$ cat config.mk
export PLATFORM = sky130hd
export DESIGN_NAME = seg7_scan_driver
export DESIGN_NICKNAME = d
export VERILOG_FILES = /design/src/rtl/seg7_pkg.sv /design/src/rtl/hex_to_seg7.sv /design/src/rtl/seg7_scan_driver.sv
export SDC_FILE = /design/constraint.sdc
export NUM_CORES = 1
export LEC_CHECK = 0
export ABC_AREA = 1
export CAP_MARGIN = 20
export CORE_MARGIN = 2
export CORE_UTILIZATION = 54
export DETAILED_ROUTE_END_ITERATION = 8
export PLACE_DENSITY = 0.78
export SLEW_MARGIN = 20
export SYNTH_ARGS = -nofsm -noshare
export SYNTH_HDL_FRONTEND = slang
export SYNTH_SLANG_ARGS = --single-unit
$ cat constraint.sdc
create_clock -name clk -period 4.08 [get_ports clk]
set_input_delay 1.224 -clock clk [delete_from_list [all_inputs] [get_ports clk]]
set_output_delay 1.224 -clock clk [all_outputs]
set_load 0.005 [all_outputs]
$ cat src/rtl/seg7_pkg.sv
// seg7_pkg: shared constants for the seven-segment display path.
package seg7_pkg;
  localparam int NUM_DIGITS = 4;
  localparam logic [0:6] SEG_BLANK = 7'b1111111;
  localparam logic [3:0] DIGIT_OFF = 4'b1111;
  // Active-low segment patterns, index = hex nibble, bit order abcdefg
  localparam logic [0:6] SEG_LUT [16] = '{
    7'b0000001, 7'b1001111, 7'b0010010, 7'b0000110,
    7'b1001100, 7'b0100100, 7'b0100000, 7'b0001111,
    7'b0000000, 7'b0000100, 7'b0001000, 7'b1100000,
    7'b0110001, 7'b1000010, 7'b0110000, 7'b0111000
  };
endpackage

$ cat src/rtl/hex_to_seg7.sv
// hex_to_seg7: combinational hex nibble to active-low segment decoder.
module hex_to_seg7
  import seg7_pkg::*;
(
  input  logic [3:0] nib,
  output logic [0:6] seg
);
  assign seg = SEG_LUT[nib];
endmodule

$ cat src/rtl/seg7_scan_driver.sv
// seg7_scan_driver: 4-digit multiplexed display scan with per-frame value latch.
module seg7_scan_driver
  import seg7_pkg::*;
#(
  parameter int REFRESH_DIV = 100000,
  parameter int CNT_W = 17
) (
  input  logic        clk,
  input  logic        rst,
  input  logic [15:0] value,
  input  logic        freeze,
  input  logic        blank_lz,
  output logic [0:6]  seg,
  output logic [3:0]  digit,
  output logic        frame_tick
);
  localparam int IW = $clog2(NUM_DIGITS);
  logic [CNT_W-1:0] cnt_q, cnt_d;
  logic [IW-1:0] idx_q, idx_d;
  logic [15:0] disp_q, disp_d;
  logic adv, last, blank;
  logic [3:0] nib, digit_d;
  logic [0:6] hex_seg, seg_d;
  hex_to_seg7 u_dec (.nib(nib), .seg(hex_seg));
  always_comb begin
    adv = cnt_q == CNT_W'(REFRESH_DIV - 1);
    last = adv && idx_q == IW'(NUM_DIGITS - 1);
    cnt_d = adv ? '0 : cnt_q + CNT_W'(1);
    idx_d = adv ? idx_q + IW'(1) : idx_q;
    disp_d = (last && !freeze) ? value : disp_q;
    nib = disp_q[{idx_q, 2'b00} +: 4];
    // A digit is a leading zero when it and everything above it is zero
    blank = blank_lz && idx_q != '0 && (disp_q >> {idx_q, 2'b00}) == 16'h0;
    seg_d = blank ? SEG_BLANK : hex_seg;
    digit_d = ~(4'b0001 << idx_q);
  end
  always_ff @(posedge clk) begin
    if (rst) begin
      cnt_q <= '0;
      idx_q <= '0;
      disp_q <= '0;
      seg <= SEG_BLANK;
      digit <= DIGIT_OFF;
      frame_tick <= 1'b0;
    end else begin
      cnt_q <= cnt_d;
      idx_q <= idx_d;
      disp_q <= disp_d;
      seg <= seg_d;
      digit <= digit_d;
      frame_tick <= last;
    end
  end
endmodule

==> results of run 1 <==
## cells in the mapped netlist
library cell / instances / area share (%)
a21oi_1: 10 / 2.0
a21oi_2: 1 / 0.35
buf_2: 3 / 0.60
buf_4: 2 / 0.60
buf_6: 3 / 1.3
clkinv_4: 1 / 0.35
dfxtp_1: 47 / 38
ha_1: 10 / 5.0
inv_1: 41 / 6.1
inv_2: 5 / 0.75
nand2_1: 123 / 18
nand2_2: 4 / 1.0
nand2_4: 2 / 0.90
nand3_1: 25 / 5.0
nand3_2: 3 / 1.2
nand4_1: 3 / 0.75
nand4_4: 1 / 0.85
nor2_1: 72 / 11
nor2_2: 1 / 0.25
nor2_4: 1 / 0.45
nor2_8: 1 / 0.80
nor3_1: 3 / 0.60
nor3b_1: 1 / 0.30
o21ai_0: 5 / 1.0
o21ai_1: 1 / 0.20
o21ai_2: 1 / 0.35
or2_0: 1 / 0.25
or2_2: 1 / 0.25
xnor2_1: 1 / 0.35
xor2_1: 5 / 1.7
## critical path, cell delays in order
cell and delay (ps):
clkdlybuf4s50_1 410, nor2_1 190, nand4_4 380, nor2_1 240
nor2_1 70
## through the flow
step	instance area (um2)	util (%)	worst slack, ps	power, uW	std cells
finish	2945	66.72	1748	859.1	462
global route	2945	66.72	1561	883.8	462
detailed placement	2828	64.06	1402	519.6	454
CTS	2945	66.72	1721	866.2	462
floorplan	2509	-	2123	490.6	378
global placement	2828	64.06	1467	519.2	454
## kinds of logic after synthesis
kind of cell / share of synthesized area (%)
flops: 37.51
fa+ha+maj: 4.988
buf+inv: 9.775
xor+xnor: 2.095
compound gates: 3.890
simple gates: 41.75
## metal layers
| layer | share of wire, % | vias to the layer above | GRT usage (%) |
|---|---|---|---|
| met5 | 0 | - | 0 |
| met4 | 1.1 | 0 | 6.289 |
| met3 | 5.2 | 5 | 3.750 |
| met2 | 44 | 72 | 31.60 |
| met1 | 50 | 988 | 27.18 |
| li1 | - | 1211 | - |
## flip-flops by register name (all words and copies together) (netlist names)
name / cells
cnt_q: 17
disp_q: 16
seg: 7
digit: 4
idx_q: 2
frame_tick: 1
## final timing paths
check,end,slack [ps]
worst max-delay path,disp_q[11],1750
worst min-delay path,cnt_q[0],480
worst max register to register,seg[1],1880
worst min register to register,cnt_q[0],480
## area by class of cell
cell class / count / area (um2) / share of cell area (%)
Multi-Input combinational cell: 276 / 1323 / 44.90
Timing Repair Buffer: 32 / 317.8 / 10.79
Clock inverter: 2 / 35.03 / 1.189
Clock buffer: 6 / 82.58 / 2.804
Inverter: 47 / 181.4 / 6.160
Sequential cell: 47 / 940.9 / 31.95
Tap cell: 52 / 65.06 / 2.209
## power by group through the flow
stage	sequential, uW	combinational, uW	clock, uW
6_report	467	40.9	351
3_5_place_dp	478	41.3	0
4_1_cts	467	41.4	357
3_3_place_gp	478	41.0	0
5_1_grt	468	45.3	370
2_1_floorplan	479	12.1	0
==> out/results.txt, run 1 <==
Critical Path AT: 2520 ps
Seq cells post-synth: 47
P&R area growth vs syn: 17.41%
Remaining DRCs: 0
P per Cell Area: 291.7 nW/um2
Seq/Total Area, Yosys: 37.51%
Post-Synthesis Cells: 378
post-synthesis net count: 408
vias: 2,276
setup violators final: 0
clock sink count: 47
core area: 4414 um2
combinational group share of total power: 4.8%
FP Rows: 24
post-CTS setup buffers: 0
via-per-instance ratio: 4.926
die height: 72.16 um
post-DR wirelength/cell: 10.26 um
drt pass-1 iters: 4
grt ovf: 0
# hold bufs at CTS: 0
RD Place Congestion: 0.9326
Skew-Pair Late Insertion Delay: 290 ps
reg2reg path depth: 11
H-tree level count: 2
CTS tree: built
initial antenna violation count: 0
Total GRT Usage: 19.82%
Synth cell types: 30
die footprint: 5207 um2
Port Buf Inserts: 31
worst rel slew slack: 60.71%
crit-path max FO: 32
Pint: 688.6 uW
Slew Limit Fails: 0
post-synthesis cell area: 2509 um2
P_sw: 170.5 uW
CTS buffer count: 5
remaining antenna violation count after routing: 0
Pleak: 0.001398 uW
clock-pin slew on the worst setup and hold paths: 90 ps
WL final: 4.738 mm
vias in the first global route: 1,964
die width: 72.16 um
commonest non-fill, non-tap cell in the layout: nand2_1
final setup TNS: 0 ps
number of DRC markers in iteration 0: 183
CTS Buffer Depth: 2
clock share of power: 40.8%
Hold Path Class: reg -> reg
r2r startpoint: idx_q[0]
Post-CTS Resized: 0
share of cells above drive strength 1: 7.561%
initial core utilization: 56.83%
Final min period: 2332 ps
number of fill cells: 401
Clock Skew: 6.114 ps
worst setup path category: in -> reg
Worst EP required: 4270 ps
Ports: 32
Synthesis Warnings: 0
hold wc startpoint: cnt_q[0]
Nets: 439
Synth Area per Inst: 6.637 um2
worst slew pin tran: 588.6 ps
outcome: finished clean
Fin Hold WS: 481.1 ps
most frequent cells in the layout: nand2_1, nor2_1, dfxtp_1
# Max-Cap Violations: 0
first-pass GRT wire length: 8.342 mm
RSZ-0062 raised after global routing: false
Crit. End Element: register
Setup crit start: freeze
Flop pwr share: 54.4%
startpoint types: primary input
Worst Hold Depth: 1
final hold vios: 0
largest net degree at the start of global routing: 33
Max VDD drop: 0.0001945 V
Post-DP HPWL: 3.355 mm
Max Fclk: 428.9 MHz
# diodes: 0
Sw Ratio: 19.85%
Root Buffer: clkbuf_8
Final period util: 57.15%
Note: power is estimated with default switching activity, not from simulation.
==> run 2, diff against run 1 <==
- CORE_UTILIZATION: 54 -> 50
- PLACE_DENSITY: 0.78 -> 0.76
- clock period: 4.08 -> 2.05 ns (I/O delays scaled with it)
==> out/results.txt, run 2 (synthesis gave the netlist of run 1 again) <==
outcome: finished clean
Final min period: 1787 ps
Port Buf Inserts: 31 (unchanged)
most used cell, CP: nand2_1
Remaining DRCs: 0 (unchanged)
die height: 74.83 um (+3.7%)
Nets: 444 (+1.1%)
worst slew pin tran: 340.5 ps (-248.1 ps)
Skew-Pair Late Insertion Delay: 300 ps (about the same)
largest net degree at the start of global routing: 33 (unchanged)
share of cells above drive strength 1: 8.675% (+1.1 points)
r2r setup slk: 260 ps (-1620 ps)
storage element area: 942.2 um2 (+0.13%)
grt ovf: 0 (unchanged)
RSZ-0062 raised after global routing: false
initial antenna violation count: 0 (unchanged)
cell breakdown of the critical path: inv_2 > nand2_1 > nand3_1 > nand2_1 > ha_1 > inv_1 > nor2_1 > nand3_1 > nor2_1 > a21oi_2 > nand2_1
die footprint: 5600 um2 (+7.5%)
RD Place Congestion: 0.8646 (-7.3%)
worst rel slew slack: 77.22% (+17 points)
Total Power: 1620 uW (+89%)
Root Buffer: clkbuf_8
Hold Crit Endpoint: cnt_q[0]
Fin Hold WS: 473.6 ps (-7.526 ps)
FP Rows: 25 (+4.2%)
H-tree level count: 2 (unchanged)
most frequent cells in the layout: nand2_1, nor2_1, dfxtp_1
biggest regs: cnt_q x17, disp_q x16, seg x7
number of fill cells: 460 (+15%)
multi-input logic area: 1323 um2 (unchanged)
reg2reg path depth: 11 (unchanged)
drt pass-1 iters: 4 (unchanged)
Max VDD drop: 0.0003560 V (+83%)
biggest cell delay along the critical path: 420 ps (about the same)
P per Cell Area: 540.4 nW/um2 (+85%)
# Max-Cap Violations: 0 (unchanged)
final setup TNS: 0 ps (unchanged)
CTS Buffer Depth: 2 (unchanged)
crit-path max FO: 8 (-75%)
Pleak: 0.001420 uW (+1.5%)
Biggest register: cnt_q
hold wc startpoint: cnt_q[0]
Max Fclk: 559.5 MHz
Final Util: 62.64% (-4.1 points)
Worst Hold Depth: 1 (unchanged)
startpoint types: register
clock sink count: 47 (unchanged)
# diodes: 0 (unchanged)
clock-pin slew on the worst setup and hold paths: 80 ps (about the same)
commonest non-fill, non-tap cell in the layout: nand2_1
r2r startpoint: idx_q[0]
number of DRC markers in iteration 0: 161 (-12%)
P&R area growth vs syn: 19.50%
CP max stage cell: dfxtp_2
post-DR wirelength/cell: 9.836 um (-4.1%)
Worst EP required: 2290 ps (-1980 ps)
via-per-instance ratio: 4.666 (-5.3%)
initial core utilization: 52.42% (-4.4 points)
CTS tree: built
Total GRT Usage: 18.44% (-1.4 points)
final hold vios: 0 (unchanged)
CTS buffer count: 5 (unchanged)
Clock Skew: 4.790 ps (-1.324 ps)
setup violators final: 0 (unchanged)
Crit. End Element: register
Post-DP HPWL: 3.451 mm (+2.8%)
Critical Path AT: 2030 ps (-490 ps)
die width: 74.83 um (+3.7%)
Largest register FFs: 17 (unchanged)
Ports: 32 (unchanged)
# hold bufs at CTS: 0 (unchanged)
worst reg2reg path endpoint: seg[1]
Slew Limit Fails: 0 (unchanged)
Hold Path Class: reg -> reg
vias: 2,249 (-1.2%)
core area: 4786 um2 (+8.4%)
worst setup path category: reg -> reg
remaining antenna violation count after routing: 0 (unchanged)
vias in the first global route: 1,944 (-1.0%)
WL final: 4.741 mm (about the same)
first-pass GRT wire length: 8.155 mm (-2.2%)
Final period util: 87.19%
-- run 2: layout make-up --
| cell class | instances | area share, % |
|---|---|---|
| tap | 67 | 2.796 |
| timing repair buffer | 37 | 12.27 |
| sequential | 47 | 31.43 |
| multi-input combinational | 276 | 44.12 |
| inverter | 47 | 6.052 |
| clock buffer | 8 | 3.339 |
-- run 2: power breakdown --
group / switching, uW / internal [uW] / total [uW]
clock: 300 / 308 / 608
combinational: 29.8 / 52.4 / 82.3
sequential: 5.86 / 924 / 930
total: 335 / 1280 / 1620
-- run 2: how the worst max path moves through the flow --
stage / start / end / slack (ps)
2_1_floorplan: idx_q[0] / seg[1] / 380
3_3_place_gp: idx_q[0] / seg[1] / 240
3_5_place_dp: idx_q[0] / seg[1] / 190
4_1_cts: idx_q[0] / seg[1] / 130
5_1_grt: idx_q[0] / seg[6] / 90
6_report: idx_q[0] / seg[1] / 260
-- run 2: worst max-delay path, delay by kind of cell, from the launching register on --
kind                       cells  cell delay, ps
buffers and inverters          2             160
adders and majority gates      1             220
AOI/OAI and AO/OA              1             140
and+or+nand+nor                7             800
DFF                            1             420
-- run 2: per-stage QoR --
| step | cells | instance area, um2 | setup WS, ps |
|---|---|---|---|
| finish | 482 | 2998 | 262.6 |
| CTS | 482 | 2997 | 133.9 |
| floorplan | 378 | 2509 | 382.6 |
| global placement | 474 | 2897 | 236.4 |
| detailed placement | 474 | 2897 | 193.2 |
| global route | 482 | 2998 | 89.36 |
-- run 2: repair_timing --
action                                  4_1_cts  5_1_grt
endpoints found under the setup margin        0        6
buffers inserted                              0        0
endpoints found under the hold margin         0        0
resized for setup                             0        1
-- run 2: metal layers --
| metal | wire (um) | vias to the layer above | global-route usage, % | share of wire [%] |
|---|---|---|---|---|
| li1 | - | 1219 | - | - |
| met4 | 19 | 0 | 5.556 | 0.40 |
| met5 | 0 | - | 0 | 0 |
| met3 | 223 | 2 | 4.150 | 4.7 |
| met1 | 2391 | 975 | 25.25 | 50 |
| met2 | 2106 | 53 | 29.14 | 44 |
